$ cat config.mk
export PLATFORM = sky130hd
export DESIGN_NAME = sorter_feed_arbiter
export DESIGN_NICKNAME = d
export VERILOG_FILES = /design/src/rtl/sorter_pkg.sv /design/src/rtl/rr_picker.sv /design/src/rtl/sorter_feed_arbiter.sv
export SDC_FILE = /design/constraint.sdc
export NUM_CORES = 1
export LEC_CHECK = 0
export CORE_MARGIN = 2
export CORE_UTILIZATION = 42
export DETAILED_ROUTE_END_ITERATION = 8
export GPL_TIMING_DRIVEN = 0
export PLACE_DENSITY = 0.81
export RECOVER_POWER = 25
export SYNTH_ARGS = -nofsm -noshare
export SYNTH_HDL_FRONTEND = slang
export SYNTH_SLANG_ARGS = --single-unit
$ cat constraint.sdc
create_clock -name clk -period 3.1 [get_ports clk]
set_input_delay 0.465 -clock clk [delete_from_list [all_inputs] [get_ports clk]]
set_output_delay 0.465 -clock clk [all_outputs]
set_load 0.005 [all_outputs]
$ cat src/rtl/sorter_pkg.sv
// Shared definitions for the weight-sorter feed path: sorter widths and
// the feed arbiter state encoding.
package sorter_pkg;

    localparam int unsigned WEIGHT_W   = 12;
    localparam int unsigned GRP_W      = 3;
    localparam int unsigned NUM_GROUPS = 6;

    typedef enum logic [1:0] {
        S_IDLE   = 2'd0,
        S_HOLD   = 2'd1,
        S_GAP    = 2'd2,
        S_REPORT = 2'd3
    } state_e;

endpackage

$ cat src/rtl/rr_picker.sv
// Combinational round-robin select: grants the first requester strictly
// after ptr, wrapping. ptr must be < N.
module rr_picker #(
    parameter int unsigned N    = 4,
    parameter int unsigned ID_W = 2
) (
    input  logic [N-1:0]    req,
    input  logic [ID_W-1:0] ptr,
    output logic [N-1:0]    grant,
    output logic [ID_W-1:0] id,
    output logic            any
);

    logic            hi_any;
    logic            lo_any;
    logic [ID_W-1:0] hi_id;
    logic [ID_W-1:0] lo_id;

    // Lowest index above ptr wins; otherwise wrap to the lowest index at/below ptr.
    always_comb begin
        hi_any = 1'b0;
        lo_any = 1'b0;
        hi_id  = '0;
        lo_id  = '0;
        for (int unsigned i = 0; i < N; i++) begin
            if (req[i]) begin
                if (i > int'(ptr)) begin
                    if (!hi_any) begin
                        hi_any = 1'b1;
                        hi_id  = ID_W'(i);
                    end
                end else if (!lo_any) begin
                    lo_any = 1'b1;
                    lo_id  = ID_W'(i);
                end
            end
        end
    end

    always_comb begin
        any   = hi_any | lo_any;
        id    = hi_any ? hi_id : lo_id;
        grant = '0;
        if (any) begin
            grant[id] = 1'b1;
        end
    end

endmodule

$ cat src/rtl/sorter_feed_arbiter.sv
// Round-robin feed of NUM_REQ weigh stations into one shared weight sorter.
// Optional per-feeder served counters: SORTER_FEED_ARBITER_STATS_EN.
module sorter_feed_arbiter #(
    parameter int unsigned NUM_REQ     = 4,
    parameter int unsigned ID_W        = 2,
    parameter int unsigned WEIGHT_W    = sorter_pkg::WEIGHT_W,
    parameter int unsigned GRP_W       = sorter_pkg::GRP_W,
    parameter int unsigned HOLD_CYCLES = 2,
    parameter int unsigned GAP_CYCLES  = 2
) (
    input  logic                         clk,
    input  logic                         reset,
    input  logic [NUM_REQ-1:0]           req_valid,
    input  logic [NUM_REQ*WEIGHT_W-1:0]  req_weight,
    output logic [NUM_REQ-1:0]           req_ready,
    output logic [WEIGHT_W-1:0]          sort_in,
    input  logic [GRP_W-1:0]             sort_currgrp,
    output logic                         busy,
    output logic                         result_valid,
    output logic [ID_W-1:0]              result_id,
    output logic [GRP_W-1:0]             result_grp,
    output logic                         drop_pulse,
    output logic [NUM_REQ*8-1:0]         served_cnt
);

    import sorter_pkg::*;

    localparam int unsigned CNT_MAX = (HOLD_CYCLES > GAP_CYCLES) ? HOLD_CYCLES : GAP_CYCLES;
    localparam int unsigned CNT_W   = $clog2(CNT_MAX + 1);

    state_e               state_q, state_d;
    logic [CNT_W-1:0]     cnt_q, cnt_d;
    logic [WEIGHT_W-1:0]  weight_q, weight_d;
    logic [ID_W-1:0]      id_q, id_d;
    logic [ID_W-1:0]      ptr_q, ptr_d;
    logic [WEIGHT_W-1:0]  sort_in_q, sort_in_d;
    logic                 result_valid_q, result_valid_d;
    logic [ID_W-1:0]      result_id_q, result_id_d;
    logic [GRP_W-1:0]     result_grp_q, result_grp_d;
    logic                 drop_q, drop_d;

    logic [NUM_REQ-1:0]   pick_grant;
    logic [ID_W-1:0]      pick_id;
    logic                 pick_any;
    logic [WEIGHT_W-1:0]  pick_weight;

    rr_picker #(
        .N    (NUM_REQ),
        .ID_W (ID_W)
    ) u_picker (
        .req   (req_valid),
        .ptr   (ptr_q),
        .grant (pick_grant),
        .id    (pick_id),
        .any   (pick_any)
    );

    always_comb begin
        pick_weight = '0;
        for (int unsigned i = 0; i < NUM_REQ; i++) begin
            if (pick_grant[i]) begin
                pick_weight = req_weight[i*WEIGHT_W +: WEIGHT_W];
            end
        end
    end

    always_ff @(posedge clk) begin
        if (reset) begin
            state_q        <= S_IDLE;
            cnt_q          <= '0;
            weight_q       <= '0;
            id_q           <= '0;
            ptr_q          <= ID_W'(NUM_REQ - 1);
            sort_in_q      <= '0;
            result_valid_q <= 1'b0;
            result_id_q    <= '0;
            result_grp_q   <= '0;
            drop_q         <= 1'b0;
        end else begin
            state_q        <= state_d;
            cnt_q          <= cnt_d;
            weight_q       <= weight_d;
            id_q           <= id_d;
            ptr_q          <= ptr_d;
            sort_in_q      <= sort_in_d;
            result_valid_q <= result_valid_d;
            result_id_q    <= result_id_d;
            result_grp_q   <= result_grp_d;
            drop_q         <= drop_d;
        end
    end

    // sort_in is registered, so it is loaded on the transition into HOLD
    // and cleared on the transition out of it.
    always_comb begin
        state_d        = state_q;
        cnt_d          = cnt_q;
        weight_d       = weight_q;
        id_d           = id_q;
        ptr_d          = ptr_q;
        sort_in_d      = '0;
        result_valid_d = 1'b0;
        result_id_d    = result_id_q;
        result_grp_d   = result_grp_q;
        drop_d         = 1'b0;
        unique case (state_q)
            S_IDLE: begin
                if (pick_any) begin
                    id_d     = pick_id;
                    ptr_d    = pick_id;
                    weight_d = pick_weight;
                    if (pick_weight != '0) begin
                        state_d   = S_HOLD;
                        cnt_d     = CNT_W'(HOLD_CYCLES - 1);
                        sort_in_d = pick_weight;
                    end else begin
                        drop_d = 1'b1;
                    end
                end
            end
            S_HOLD: begin
                if (cnt_q == '0) begin
                    state_d = S_GAP;
                    cnt_d   = CNT_W'(GAP_CYCLES - 1);
                end else begin
                    cnt_d     = cnt_q - CNT_W'(1);
                    sort_in_d = weight_q;
                end
            end
            S_GAP: begin
                if (cnt_q == '0) begin
                    state_d        = S_REPORT;
                    result_valid_d = 1'b1;
                    result_id_d    = id_q;
                    result_grp_d   = sort_currgrp;
                end else begin
                    cnt_d = cnt_q - CNT_W'(1);
                end
            end
            S_REPORT: begin
                state_d = S_IDLE;
            end
            default: begin
                state_d = S_IDLE;
            end
        endcase
    end

    always_comb begin
        req_ready = (state_q == S_IDLE) ? pick_grant : '0;
        busy      = (state_q != S_IDLE);
    end

    assign sort_in      = sort_in_q;
    assign result_valid = result_valid_q;
    assign result_id    = result_id_q;
    assign result_grp   = result_grp_q;
    assign drop_pulse   = drop_q;

`ifdef SORTER_FEED_ARBITER_STATS_EN
    logic [NUM_REQ*8-1:0] served_q, served_d;

    always_comb begin
        served_d = served_q;
        if (result_valid_d) begin
            for (int unsigned i = 0; i < NUM_REQ; i++) begin
                if (id_q == ID_W'(i) && served_q[i*8 +: 8] != 8'hFF) begin
                    served_d[i*8 +: 8] = served_q[i*8 +: 8] + 8'd1;
                end
            end
        end
    end

    always_ff @(posedge clk) begin
        if (reset) begin
            served_q <= '0;
        end else begin
            served_q <= served_d;
        end
    end

    assign served_cnt = served_q;
`else
    assign served_cnt = '0;
`endif

endmodule

==> results <==
- STA classifies the critical path startpoint as a register.
- The detailed-routing wirelength on met1 is 2890 um.
- For the pin with the worst max-slew slack, the measured transition is 0.769 ns.
- Relative to the synthesized area, the layout overhead comes to 46.5%.
- The worst setup slack after placement is -0.362 ns.
- The congestion estimate from routability-driven global placement came to 0.878.
- The placeable core area is 5570 um^2.
- The worst slew margin relative to its limit is 0.485.
- The detailed router finished its first iteration with 124 violations.
- The timing-limited maximum frequency is 341 MHz.
- The count of buffers added on input and output ports is 78.
- Yosys mapped a number of flops with a built-in enable equal to 0.
- In this run the deepest clock path goes through 2 buffers.
- VDD sags by at most 0.564 mV.
- After synthesis the netlist holds a flip-flop and latch count of 39.
- After synthesis the cells add up to 2440 um^2.
- Leaving out fill and tap cells, the most frequent cells in the layout are 61 x sky130_fd_sc_hd__clkdlybuf4s50_1, 55 x sky130_fd_sc_hd__nand2_1, 40 x sky130_fd_sc_hd__a21oi_1.
- TritonCTS built the clock tree.
- The largest incremental delay on the critical path is 0.38 ns.
- The multi-input combinational cells in the finished layout cover a total of 1390 um^2.
- The per-instance average area after synthesis is 7.75 um^2.
- The final global-route overflow total is 0.
- The worst register-to-register path has a depth of 10.
- Of the total power, the share spent switching nets is 0.397.
- Across the whole layout, storage elements account for 781 um^2.
- The combined buffer and inverter count along the critical path is 3.
- The post-route clock period utilization is 0.947.
- Counting flops with an async set or reset pin after synthesis yields a share of 0.
- The internal power consumption is 1470 uW.
- The most used flip-flop cell after synthesis is sky130_fd_sc_hd__dfxtp_1.
- Detailed placement ended at an HPWL of 5370 um.
- For this design, the sink count on the clock tree is 39.
- The worst-case register-to-register setup slack is 0.16 ns.
- The final layout contains 498 nets.
- After floorplanning, the core was divided into 27 placement rows.
- The number of distinct library cell variants in the gate-level netlist after synthesis is 50.
- The launching instance or port of the critical path is ptr_q[0]$_SDFFE_PP1P_.
- Entering global routing, the biggest net connects 14 pins.
- The fill cell instance count of the final layout is 519.
- Of the synthesized area, sequential elements account for 0.320.
- The remaining antenna violation count after routing is 0.
- The arrival time at the worst endpoint is 3.13 ns.
- The width of the chip is 80.2 um.
- In this run the count of I/O pins placed on the die edge is 113.
- Of all nets on the critical path, the largest fanout is 10.
- The die covers 6430 um^2.
- The worst flop-to-flop path startpoint is ptr_q[0]$_SDFFE_PP1P_.
- STA classifies the critical path endpoint as a register.
- The combinational share of power is 0.531.
- After detailed routing, the average wire length per cell comes to 13.6 um.
- After detailed routing, the met2 layer carries 3390 um of wire.
- The master of the slowest instance on the critical path is sky130_fd_sc_hd__a2111oi_2.
- The startpoint identified for the worst hold timing path is result_grp[2]$_SDFFE_PP0P_.
- The via count of the routed design is 2571.
- The first global-routing pass estimated 11100 um of wire.
- Setup violations remaining at the end of the flow were counted as 0.
- The required time reported for the critical path endpoint is 3.29 ns.
- The number of antenna violations at the first check in global routing is 0.
- The number of placed cells counting well taps is 496.
- The share of post-route cells with drive strength above 1 is 0.142.
- The effective utilization at floorplan is 0.438.
- The number of standard cells in the layout, taps in and fillers out is 508.
- Hold timing on the final database bottoms out at a slack of 0.454 ns.
- After detailed routing, the number of remaining DRC violations is 0.
- The via count of the first global-routing pass came to 2440.
- CTS built an H-tree with a depth of 2.
- The path class of the lowest-slack min-delay path is register to register.
- The power density relative to cell area is 683 nW/um^2.
- The worst register-to-register path ends at cnt_q[1]$_SDFFE_PP0P_.
- The critical path in this run is classified as register to register.
- The later pin in the worst-skew pair is clocked with a latency of 0.30 ns.
- Dividing the detail-routed via count by the number of cells gives 5.06.
- The worst setup skew after layout is 0.00941 ns.
- Setup repair after global routing left no endpoint under its margin.
- After clock tree synthesis, the clock-pin slew on the worst setup and hold paths is 0.08 ns.
- The reported leakage power is 0.00157 uW.
- The overall power of the completed layout is 2440 uW.
- The net switching component of the power is 969 uW.
- The worst path needs 2.94 ns of the cycle, external delays included.
- The critical path goes through clkbuf_1 > inv_1 > a31o_1 > buf_4 > nor2_8 > mux2_4 > a2111oi_2 > nand4_1 > o21ai_2 > mux2_1.
- The final antenna diode count is 0.
- The worst hold path stage count is 2.
- The number of buffers inserted during clock tree synthesis is 5.
- The Yosys step of the flow raised 0 warnings.
- For this run, the detailed router's first-pass iteration total came to 4.
- Across all setup checks in the final design, the least slack found is 0.164 ns.
- The part of the power in the clock network is 0.176.
- The routed wire length is 6920 um.
- The count of pins over their slew limit is 0.
- In this run the clock root is driven by a sky130_fd_sc_hd__clkbuf_8.
- The detailed route wirelength on metal3 is 499 um.
- Max-cap violations in this run came to 0.
- The endpoint of the worst hold path is result_grp[2]$_SDFFE_PP0P_.
- The combined global-route utilization of all metal layers is 0.220.
- By area the synthesized netlist is led by sky130_fd_sc_hd__dfxtp_1 32%, sky130_fd_sc_hd__buf_4 10%, sky130_fd_sc_hd__nand2_1 8.5%, sky130_fd_sc_hd__a21oi_1 8.4%, sky130_fd_sc_hd__ha_1 3.1%.
- The kind of cell adding the most delay to the critical path is compound AO/OA/AOI/OAI gates.
- The final count of hold timing violations is 0.
- The largest total area in the synthesized netlist belongs to sky130_fd_sc_hd__dfxtp_1.
- The run finished with clean final reports.
- At the end of the flow the core is filled with cells to 0.641.
- The most common cell after layout, fill and taps aside is sky130_fd_sc_hd__clkdlybuf4s50_1.
- The top routing layer in use is met4.
- The vertical extent of the die is 80.2 um.
- The top cell type's share of synthesized area is 0.320.
- The share of total power dissipated in sequential elements is 0.293.
- In the synthesized netlist, the number of instances is 315.
==> routing by layer <==
layer,track usage,vias up
li1,-,1284
met2,0.381,105
met3,0.0461,15
met5,0,-
met1,0.268,1167
met4,0.0814,0
==> through the flow <==
step	TNS (ns)	cell area, um^2
floorplan	0	2560
global placement	-0.909	3430
detailed placement	-1.13	3430
CTS	0	3550
global route	0	3570
finish	0	3570
==> worst max-delay path by stage <==
stage	depth (start not counted)	slack, ns	end
after floorplan	10	0.29	cnt_q[1]$_SDFFE_PP0P_
after detailed placement	10	-0.36	cnt_q[1]$_SDFFE_PP0P_
final	10	0.16	cnt_q[1]$_SDFFE_PP0P_
after global routing	10	0.01	cnt_q[1]$_SDFFE_PP0P_
after CTS	10	0.07	cnt_q[1]$_SDFFE_PP0P_
after global placement	10	-0.32	cnt_q[1]$_SDFFE_PP0P_
==> registers in the layout, summed over array words and instances, names as in the netlist <==
register      flops
cnt_q             2
drop_pulse        1
id_q              2
ptr_q             2
result_grp        3
result_id         2
result_valid      1
sort_in          12
state_q           2
weight_q         12
==> worst min-delay path: stages, from the launching register on <==
cell and delay [ns]:
sky130_fd_sc_hd__dfxtp_1 0.31, sky130_fd_sc_hd__nand2_1 0.05, sky130_fd_sc_hd__a21oi_1 0.05
==> repair_timing <==
action                                  CTS  global route
resized for setup                         1             2
pin swaps                                 2             2
endpoints found under the setup margin    1             5
buffers inserted                          2             2
hold buffers                              0             0
gates cloned                              0             0
==> power groups by stage <==
stage	sequential, uW	clock, uW	combinational (uW)
final	715	429	1300
after detailed placement	728	0	1270
after global routing	732	450	1440
after CTS	717	432	1290
after global placement	723	0	1240
after floorplan	722	0	835
==> cells in the mapped netlist (5+ instances only) <==
library cell               number
sky130_fd_sc_hd__nand3_1       12
sky130_fd_sc_hd__nor2_1        11
sky130_fd_sc_hd__ha_1           6
sky130_fd_sc_hd__o21ai_0       12
sky130_fd_sc_hd__dfxtp_1       39
sky130_fd_sc_hd__buf_4         34
sky130_fd_sc_hd__a21oi_1       41
sky130_fd_sc_hd__clkbuf_1      10
sky130_fd_sc_hd__a22oi_1        7
sky130_fd_sc_hd__nand2_1       55
sky130_fd_sc_hd__inv_1          8
sky130_fd_sc_hd__a21o_1         7
sky130_fd_sc_hd__nand2b_1       5
sky130_fd_sc_hd__a32oi_1        6
==> area by class of cell <==
| type | instances | area share |
|---|---|---|
| Sequential cell | 39 | 0.218 |
| Inverter | 9 | 0.00945 |
| Tap cell | 72 | 0.0252 |
| Clock inverter | 3 | 0.0123 |
| Buffer | 51 | 0.0984 |
| Clock buffer | 5 | 0.0193 |
| Multi-Input combinational cell | 247 | 0.390 |
| Timing Repair Buffer | 82 | 0.227 |
==> kinds of logic (layout without fill, tap and decap cells) <==
group / Yosys count / count (layout) / share of synthesized area
AOI/OAI and AO/OA: 99 / 99 / 0.265
other: 1 / 32 / 0.00154
and+or+nand+nor: 104 / 104 / 0.197
muxes: 6 / 6 / 0.0272
DFF: 39 / 39 / 0.320
buffers and inverters: 60 / 150 / 0.158
adders and majority gates: 6 / 6 / 0.0308
Note: power is estimated with default switching activity, not from simulation.
